===== config.mk =====
export PLATFORM = sky130hd
export DESIGN_NAME = cla32_arbiter
export DESIGN_NICKNAME = d
export VERILOG_FILES = /design/src/rtl/cla_arb_pkg.sv /design/src/rtl/cla32.sv /design/src/rtl/cla32_arbiter.sv
export SDC_FILE = /design/constraint.sdc
export NUM_CORES = 1
export LEC_CHECK = 0
export BUFFER_PORTS_ARGS = -buffer_cell sky130_fd_sc_hd__buf_2
export CORE_MARGIN = 5
export CORE_UTILIZATION = 45
export CTS_BUF_LIST = sky130_fd_sc_hd__clkbuf_4
export CTS_CLUSTER_SIZE = 25
export DETAILED_ROUTE_END_ITERATION = 10
export GPL_ROUTABILITY_DRIVEN = 1
export PLACE_DENSITY_LB_ADDON = 0.05
export RECOVER_POWER = 100
export REMOVE_ABC_BUFFERS = 1
export SLEW_MARGIN = 20
export SYNTH_ARGS = -nofsm -noshare
export SYNTH_HDL_FRONTEND = slang
export SYNTH_SLANG_ARGS = --single-unit

===== constraint.sdc =====
create_clock -name clk -period 6.1 [get_ports clk]
set_input_delay 1.525 -clock clk [delete_from_list [all_inputs] [get_ports clk]]
set_output_delay 1.525 -clock clk [all_outputs]
set_load 0.02 [all_outputs]

===== src/rtl/cla_arb_pkg.sv =====
// Shared constants, types and the round-robin pick used by the cla32 arbiter.
package cla_arb_pkg;

    localparam int NREQ = 4;
    localparam int W    = 32;
    localparam int IDW  = 2;

    typedef logic [IDW-1:0]  req_id_t;
    typedef logic [NREQ-1:0] req_vec_t;

    // Search begins just past the last winner; IDW-bit arithmetic provides the wrap.
    function automatic req_vec_t rr_pick(input req_vec_t req, input req_id_t last);
        req_vec_t gnt;
        req_id_t  idx;
        logic     found;
        gnt   = '0;
        found = 1'b0;
        for (int k = 1; k <= NREQ; k++) begin
            idx = last + req_id_t'(k);
            if (!found && req[idx]) begin
                gnt[idx] = 1'b1;
                found    = 1'b1;
            end
        end
        return gnt;
    endfunction

    function automatic req_id_t oh_to_id(input req_vec_t oh);
        req_id_t id;
        id = '0;
        for (int i = 0; i < NREQ; i++) begin
            if (oh[i]) begin
                id = req_id_t'(i);
            end
        end
        return id;
    endfunction

endpackage


===== src/rtl/cla32.sv =====
// 32-bit carry-lookahead adder: 4-bit lookahead groups joined by a flattened group-carry network.
module cla32
    import cla_arb_pkg::*;
(
    input  logic [W-1:0] a,
    input  logic [W-1:0] b,
    input  logic         ci,
    output logic [W-1:0] s,
    output logic         co
);

    localparam int GW = 4;
    localparam int NG = W / GW;

    logic [W-1:0]  w_g;
    logic [W-1:0]  w_p;
    logic [W-1:0]  w_c;
    logic [NG-1:0] w_gg;
    logic [NG-1:0] w_gp;
    logic [NG:0]   w_gc;

    assign w_g = a & b;
    assign w_p = a ^ b;

    always_comb begin
        int bs;
        for (int j = 0; j < NG; j++) begin
            bs = j * GW;
            w_gg[j] = w_g[bs+3]
                    | (w_p[bs+3] & w_g[bs+2])
                    | (w_p[bs+3] & w_p[bs+2] & w_g[bs+1])
                    | (w_p[bs+3] & w_p[bs+2] & w_p[bs+1] & w_g[bs]);
            w_gp[j] = &w_p[bs +: GW];
        end
    end

    // Each group carry is a sum of products over lower groups, not a chain through w_gc.
    always_comb begin
        logic t;
        logic pr;
        w_gc    = '0;
        w_gc[0] = ci;
        for (int j = 0; j < NG; j++) begin
            t = ci;
            for (int k = 0; k <= j; k++) begin
                t = t & w_gp[k];
            end
            for (int m = 0; m <= j; m++) begin
                pr = w_gg[m];
                for (int k = m + 1; k <= j; k++) begin
                    pr = pr & w_gp[k];
                end
                t = t | pr;
            end
            w_gc[j+1] = t;
        end
    end

    always_comb begin
        int   bs;
        logic c0;
        w_c = '0;
        for (int j = 0; j < NG; j++) begin
            bs = j * GW;
            c0 = w_gc[j];
            w_c[bs]   = c0;
            w_c[bs+1] = w_g[bs] | (w_p[bs] & c0);
            w_c[bs+2] = w_g[bs+1] | (w_p[bs+1] & w_g[bs]) | (w_p[bs+1] & w_p[bs] & c0);
            w_c[bs+3] = w_g[bs+2]
                      | (w_p[bs+2] & w_g[bs+1])
                      | (w_p[bs+2] & w_p[bs+1] & w_g[bs])
                      | (w_p[bs+2] & w_p[bs+1] & w_p[bs] & c0);
        end
    end

    assign s  = w_p ^ w_c;
    assign co = w_gc[NG];

endmodule


===== src/rtl/cla32_arbiter.sv =====
// Four-way round-robin arbiter feeding a two-stage pipeline around one shared cla32 adder.
module cla32_arbiter #(
    parameter int NREQ = 4,
    parameter int W    = 32
) (
    input  logic                     clk,
    input  logic                     reset_n,
    input  logic [NREQ-1:0]          req,
    input  logic [NREQ*W-1:0]        a_in,
    input  logic [NREQ*W-1:0]        b_in,
    input  logic [NREQ-1:0]          ci_in,
    output logic [NREQ-1:0]          gnt,
    output logic [W-1:0]             s_out,
    output logic                     co_out,
    output logic [$clog2(NREQ)-1:0]  id_out,
    output logic                     valid_out,
    input  logic                     out_ready
);

    import cla_arb_pkg::*;

    logic         w_adv1;
    logic         w_adv2;
    logic         w_xfer;
    req_vec_t     w_pick;
    req_vec_t     w_gnt;
    req_id_t      w_gnt_id;
    logic [W-1:0] w_a_sel;
    logic [W-1:0] w_b_sel;
    logic         w_c_sel;
    logic [W-1:0] w_sum;
    logic         w_co;

    logic         r_v1;
    logic [W-1:0] r_a1;
    logic [W-1:0] r_b1;
    logic         r_c1;
    req_id_t      r_id1;
    logic         r_valid_out;
    logic [W-1:0] r_s_out;
    logic         r_co_out;
    req_id_t      r_id_out;
    req_id_t      r_last;

    assign w_adv2 = !r_valid_out || out_ready;
    assign w_adv1 = !r_v1 || w_adv2;

    // rr_pick only returns requesting bits, so any grant is a transfer.
    assign w_pick   = rr_pick(req, r_last);
    assign w_gnt    = (reset_n && w_adv1) ? w_pick : '0;
    assign w_xfer   = |w_gnt;
    assign w_gnt_id = oh_to_id(w_gnt);

    always_comb begin
        w_a_sel = '0;
        w_b_sel = '0;
        w_c_sel = 1'b0;
        for (int i = 0; i < NREQ; i++) begin
            if (w_gnt[i]) begin
                w_a_sel = a_in[i*W +: W];
                w_b_sel = b_in[i*W +: W];
                w_c_sel = ci_in[i];
            end
        end
    end

    always_ff @(posedge clk or negedge reset_n) begin
        if (!reset_n) begin
            r_v1   <= 1'b0;
            r_a1   <= '0;
            r_b1   <= '0;
            r_c1   <= 1'b0;
            r_id1  <= '0;
            r_last <= req_id_t'(NREQ - 1);
        end else begin
            if (w_adv1) begin
                r_v1 <= w_xfer;
                if (w_xfer) begin
                    r_a1  <= w_a_sel;
                    r_b1  <= w_b_sel;
                    r_c1  <= w_c_sel;
                    r_id1 <= w_gnt_id;
                end
            end
            if (w_xfer) begin
                r_last <= w_gnt_id;
            end
        end
    end

    cla32 u_cla32 (
        .a  (r_a1),
        .b  (r_b1),
        .ci (r_c1),
        .s  (w_sum),
        .co (w_co)
    );

    always_ff @(posedge clk or negedge reset_n) begin
        if (!reset_n) begin
            r_valid_out <= 1'b0;
            r_s_out     <= '0;
            r_co_out    <= 1'b0;
            r_id_out    <= '0;
        end else if (w_adv2) begin
            r_valid_out <= r_v1;
            if (r_v1) begin
                r_s_out  <= w_sum;
                r_co_out <= w_co;
                r_id_out <= r_id1;
            end
        end
    end

    assign gnt       = w_gnt;
    assign s_out     = r_s_out;
    assign co_out    = r_co_out;
    assign id_out    = r_id_out;
    assign valid_out = r_valid_out;

endmodule


==> Yosys cells after proc, flatten, opt, wreduce, memory -nomap -nowiden <==
Cells that the tools add are included.
{ "word_totals": {"ff_bits": 106, "in_bits": 267, "wordCells": 348} }
{ "op_classes": {"n_addsub": 3, "magnitude_cmp": 8, "mux": 39, "bitwise_logic": 262, "n_reduce_logical": 26} }
{ "ops": {"columns": ["cell", "count"], "rows": [
  ["2-to-1 mux 32 bit", 8],
  ["bitwise AND 1 bit", 148],
  ["OR 1 bit", 108],
  ["XOR 32 bit", 2],
  ["bitwise AND 32 bit", 1],
  ["AND reduction 4 bit", 8],
  ["2-to-1 mux 4 bit", 5],
  ["2-to-1 mux 1 bit", 16],
  ["less-than comparator 2 x 3 -> 1 bit, second input constant", 4],
  ["OR 4 bit", 3],
  ["binary-select mux 1 bit (select 2 bit)", 4],
  ["demux 1 bit (select 2 bit)", 4],
  [">= comparator 2 x 1 -> 1 bit, second input constant", 4],
  ["logical AND 1 bit", 8],
  ["logical NOT 1 bit", 5],
  ["adder 2 bit, second input constant", 2],
  ["2-to-1 mux 2 bit", 2],
  ["AND reduction 2 bit", 2],
  ["OR reduction 4 bit", 1],
  ["adder 2 x 1 -> 2 bit, second input constant", 1],
  ["logical OR 1 bit", 2]
]} }

==> Logic depth before layout (Yosys ltp) <==
{ "logic_depth": {"ltp_word": 21, "ltp_mapped": 13, "mapped_depth_nobuf": 10} }

==> Hierarchy <==
Synthesis repeated with hierarchy kept, for this count alone.
{ "unflattened": {"cells_unflattened": 712, "hier_area_um2": 7140.6} }
{ "by_module_without_submodules": {"columns": ["module", "n_inst", "cells_per_inst", "area_each_um2", "seq_area_each_um2"], "rows": [
  ["cla32_arbiter", 1, 539, 5667.9, 2655.0],
  ["cla32", 1, 173, 1472.7, 0.0]
]} }

==> Least setup slack after synthesis <==
OpenSTA, ideal clock, no wires.
{ "synth_path": {"kind": "input -> output", "from": "input req[3]", "to": "output gnt[3]", "arrival_time_ns": 3.197, "path_slack_ns": 1.378, "path_stages": 8, "path_buffers": 3, "path_cell_list": "or3b_1 a211o_1 a21oi_1 o21ai_1 a31oi_1 buf_4 buf_4 buf_2"} }
{ "synth_via": {"elab_chain_len": 13} }
{ "synth_lines": {"columns": ["element", "line", "source"], "rows": [
  ["start, declared", "cla32_arbiter.sv:8", "input logic [NREQ-1:0] req,"],
  ["binary-select mux 1 bit (select 2 bit)", "cla_arb_pkg.sv:20", "if (!found && req[idx]) begin"],
  ["2-to-1 mux 1 bit (implied by the code)", "cla_arb_pkg.sv:20", null],
  ["2-to-1 mux 1 bit", "cla_arb_pkg.sv:20", null],
  ["logical NOT 1 bit", "cla_arb_pkg.sv:20", null],
  ["logical AND 1 bit", "cla_arb_pkg.sv:20", null],
  ["2-to-1 mux 1 bit", "cla_arb_pkg.sv:20", null],
  ["logical NOT 1 bit", "cla_arb_pkg.sv:20", null],
  ["logical AND 1 bit", "cla_arb_pkg.sv:20", null],
  ["2-to-1 mux 1 bit", "cla_arb_pkg.sv:20", null],
  ["logical NOT 1 bit", "cla_arb_pkg.sv:20", null],
  ["logical AND 1 bit", "cla_arb_pkg.sv:20", null],
  ["2-to-1 mux 4 bit *", "cla_arb_pkg.sv:20", null],
  ["2-to-1 mux 4 bit *", "cla32_arbiter.sv:50", "assign w_gnt = (reset_n && w_adv1) ? w_pick : '0;"],
  ["end, declared", "cla32_arbiter.sv:12", "output logic [NREQ-1:0] gnt,"]
]} }
Mark *: on every way between the ends. The rest lies on a longest branch, timed or not. The select of a mux whose other input is x is not followed.

==> Worst setup path in the final report <==
{ "layout_path": {"from": "register r_last[0]", "to": "output gnt[2]"} }
{ "layout_via": {"elab_chain_len": 14} }
{ "layout_lines": {"columns": ["element", "line", "source"], "rows": [
  ["start, declared", "cla32_arbiter.sv:43", "req_id_t r_last;"],
  ["start signal, assigned", "cla32_arbiter.sv:74", "r_last <= req_id_t'(NREQ - 1);"],
  ["start signal, assigned", "cla32_arbiter.sv:86", "r_last <= w_gnt_id;"],
  ["branches (longest 12 deep; another with less-than comparator 2 x 3 -> 1 bit)", null, null],
  ["2-to-1 mux 4 bit *", "cla_arb_pkg.sv:20", null],
  ["2-to-1 mux 4 bit *", "cla32_arbiter.sv:50", null]
]} }
Every way passes the cells marked *. The select of a mux whose other input is x is not followed.

==> impl_metrics.csv <==
group,metric,value,unit
floorplanning,row_count,45,
sta,period_share,0.8553,
clock_tree,numCtsBuffers,9,
floorplanning,dieHeight,133.3,microns
worst_setup_path,critPathKind,"reg2out",
finish,mostFrequentLayoutCell,"buf_2",
worst_setup_path,cp.required,4580,ps
worst_setup_path,arrival,3690,ps
finish,syn_to_final_growth,24.72,%
run,maxCapViolCount,2,
floorplanning,coreArea,0.01503,sq mm
floorplanning,io_pins,307,
grt,antenna_found_initial,2,
worst_setup_path,cp-end-kind,"output pin",
grt,grt_pass1_vias,6539,
sta,slew_headroom,-0.9198,
synth,async_flop_share,1.000,
clock_tree,cts_sinks,106,
routing,routed_wl,20270,microns
sta,worst_slew_pin_slew,2880,ps
sta,slew_viol_final,117,
placement,port_buffers,306,
synth,ys_ff_latch,106,
synth,yosys.area_share.simple,0.1157,
grt,grt_usage,0.2230,
floorplanning,dieArea,0.01778,sq mm
finish,drive_above_1_share,0.3040,
sta,max_freq,191.7,MHz
pwr,peakVddDrop,0.4656,mV
routing,vias,6710,
floorplanning,die_w,133.3,microns
worst_setup_path,cpPeakStageDelay,780,ps
floorplanning,initial_core_util,0.4553,
finish,final_cell_mix,"buf_2 (267), nand2_1 (119), dfrtp_1 (104)",
synth,synth_fa_ha_area_frac,0.09470,
clock_tree,clk_latency,470,ps
pwr,power.density,576.3,mW/mm^2
synth,synth-compound-area-share,0.3199,
worst_setup_path,worstPathCellList,"inv_1, ha_1, or3b_1, a311oi_1, a222oi_1, a21oi_4, buf_4, buf_2",
placement,pre_cts_slack,1120,ps
routing,drtIter0Drc,316,
synth,synth_top_family_by_area,"compound AO/OA/AOI/OAI gates",
sta,final.min_clock_period,5217,ps
routing,drc_errors,0,
synth,yosys_warnings,0,
clock_tree,cts_hold_buf,0,
clock_tree,cts_tree,"done",
grt,grt_max_degree,72,
clock_tree,cts_resized,0,
pwr,p_total,4919,uW
synth,ys_types,60,
grt,overflow,0,
clock_tree,clockRootBuffer,"clkbuf_4",
worst_setup_path,cp_max_fo,33,
clock_tree,clk_pin_slew,160,ps
sta,whs,491.0,ps
clock_tree,clockBufferDepth,2,
synth,syn_avg_cell_area,9.586,sq um
synth,synth_cells,714,
routing,viasPerCell,5.691,
worst_setup_path,start_kind,"flop",
clock_tree,postCtsSetupBuffers,0,
placement,detailed_place_hpwl,15350,microns
sta,fin_setup_tns,0,ps
sta,fin_skew,18.56,ps
routing,wl_per_cell,17.19,microns
sta,rsz0062_at_grt,"false",
synth,ys_seq_area_frac,0.3879,
placement,globalplace.congestion,0.7779,
sta,setup_ws,882.6,ps
sta,setup_viol_count_final,0,
grt,grt_pass1_wl,32410,microns
outcome,violations,"capacitance limit, slew limit",
synth,synth_xor_area_frac,0.02559,
routing,firstDrtPassIters,5,
pwr,power.static_leakage,0.004049,uW
synth,syn_area,0.006844,sq mm
outcome,status,"complete, but fails checks",
finish,final_area,0.008536,sq mm
finish,nNetsFinal,1299,
synth,synth_edf_count,0,
sta,hold_viol,0,
placement,place_area,0.008483,sq mm
clock_tree,htreeDepth,3,
worst_setup_path,r2r_setup_slack,1060,ps
synth,synth-main-ff-cell,"dfrtp_1",
finish,fillers,1464,
worst_setup_path,slowest_stage,"dfstp_1",
synth,synthMuxAreaShare,0.009689,
hold_path,min_path_type,"reg2reg",
routing,ant_nets,0,
-- path summary, 6_finish.rpt --
kind | start | cells past startpoint | to
setup / recovery | r_last[0]$_DFFE_PN1N_ | 8 | gnt[2]
max in group asynchronous | reset_n | 3 | s_out[24]$_DFFE_PN0P_
min in group asynchronous | reset_n | 2 | r_b1[22]$_DFFE_PN0P_
setup reg to reg | r_last[0]$_DFFE_PN1N_ | 12 | r_b1[27]$_DFFE_PN0P_
hold / removal | s_out[12]$_DFFE_PN0P_ | 2 | s_out[12]$_DFFE_PN0P_
hold reg to reg | s_out[12]$_DFFE_PN0P_ | 2 | s_out[12]$_DFFE_PN0P_
-- state kept, by name, summed over array words and instances (netlist names) --
name,cells
co_out,1
id_out,2
r_a1,32
r_b1,32
r_c1,1
r_id1,2
r_last,2
r_v1,1
s_out,32
valid_out,1
-- per-stage QoR --
stage,instances,util
2_1_floorplan,657,-
3_3_place_gp,1162,0.5643
3_5_place_dp,1162,0.5643
4_1_cts,1178,0.5735
5_1_grt,1179,0.5678
6_report,1179,0.5678
-- synth_stat cells, drive strengths merged, types with 4 or more instances --
| cell type | instances | share of area |
|---|---|---|
| xor2 | 9 | 0.012 |
| a21oi | 18 | 0.015 |
| clkbuf | 30 | 0.016 |
| nand2 | 119 | 0.065 |
| a31oi | 4 | 0.0037 |
| nand4 | 4 | 0.0037 |
| a21o | 14 | 0.015 |
| o21ai | 96 | 0.070 |
| nor2 | 7 | 0.0038 |
| ha | 39 | 0.071 |
| nor3 | 5 | 0.0044 |
| dfrtp | 104 | 0.38 |
| fa | 8 | 0.023 |
| buf | 27 | 0.022 |
| a221o | 63 | 0.092 |
| xnor2 | 11 | 0.014 |
| a221oi | 4 | 0.0051 |
| and3 | 4 | 0.0037 |
| inv | 15 | 0.0082 |
| nand3 | 6 | 0.0044 |
| a211o | 7 | 0.0090 |
| and2 | 5 | 0.0046 |
| a32oi | 64 | 0.082 |
-- power by group --
part,leakage (uW),total (uW),switching [uW],internal [uW]
clock network,0.0000761,361,228,134
registers,0.00131,1330,247,1080
logic,0.00266,3230,1890,1340
total,0.00405,4920,2360,2550
-- area by class of cell --
type	instances	area, sq um	area share
Inverter	15	56.30	0.006596
Antenna cell	1	2.502	0.0002932
Multi-Input combinational cell	536	3892	0.4560
Clock inverter	5	55.05	0.006450
Tap cell	188	235.2	0.02756
Clock buffer	11	82.58	0.009675
Sequential cell	106	2655	0.3111
Timing Repair Buffer	317	1556	0.1824
-- routing by layer --
metal	vias to the layer above	track usage	share of wire
met5	-	0	0.00054
met4	2	0.05371	0.011
met3	18	0.05778	0.068
met2	205	0.3798	0.49
met1	3154	0.2853	0.43
li1	3331	-	-
-- worst max-delay path, delay by kind of cell, from the launching register on --
kind	cells	cell delay [ps]
adders and majority gates	1	410
DFF	1	780
buffers and inverters	3	800
and+or+nand+nor	1	360
AOI/OAI and AO/OA	3	860
-- logic make-up (layout without fill, tap and decap cells) --
logic type / count (synthesis) / after routing
buffers and inverters: 72 / 348
AO/OA/AOI/OAI: 292 / 292
flip-flops: 106 / 106
other: 0 / 1
adder cells (fa/ha/maj): 47 / 47
multiplexers: 4 / 4
XOR/XNOR: 20 / 20
AND/OR/NAND/NOR: 173 / 173
(Power assumes the default switching activity.)
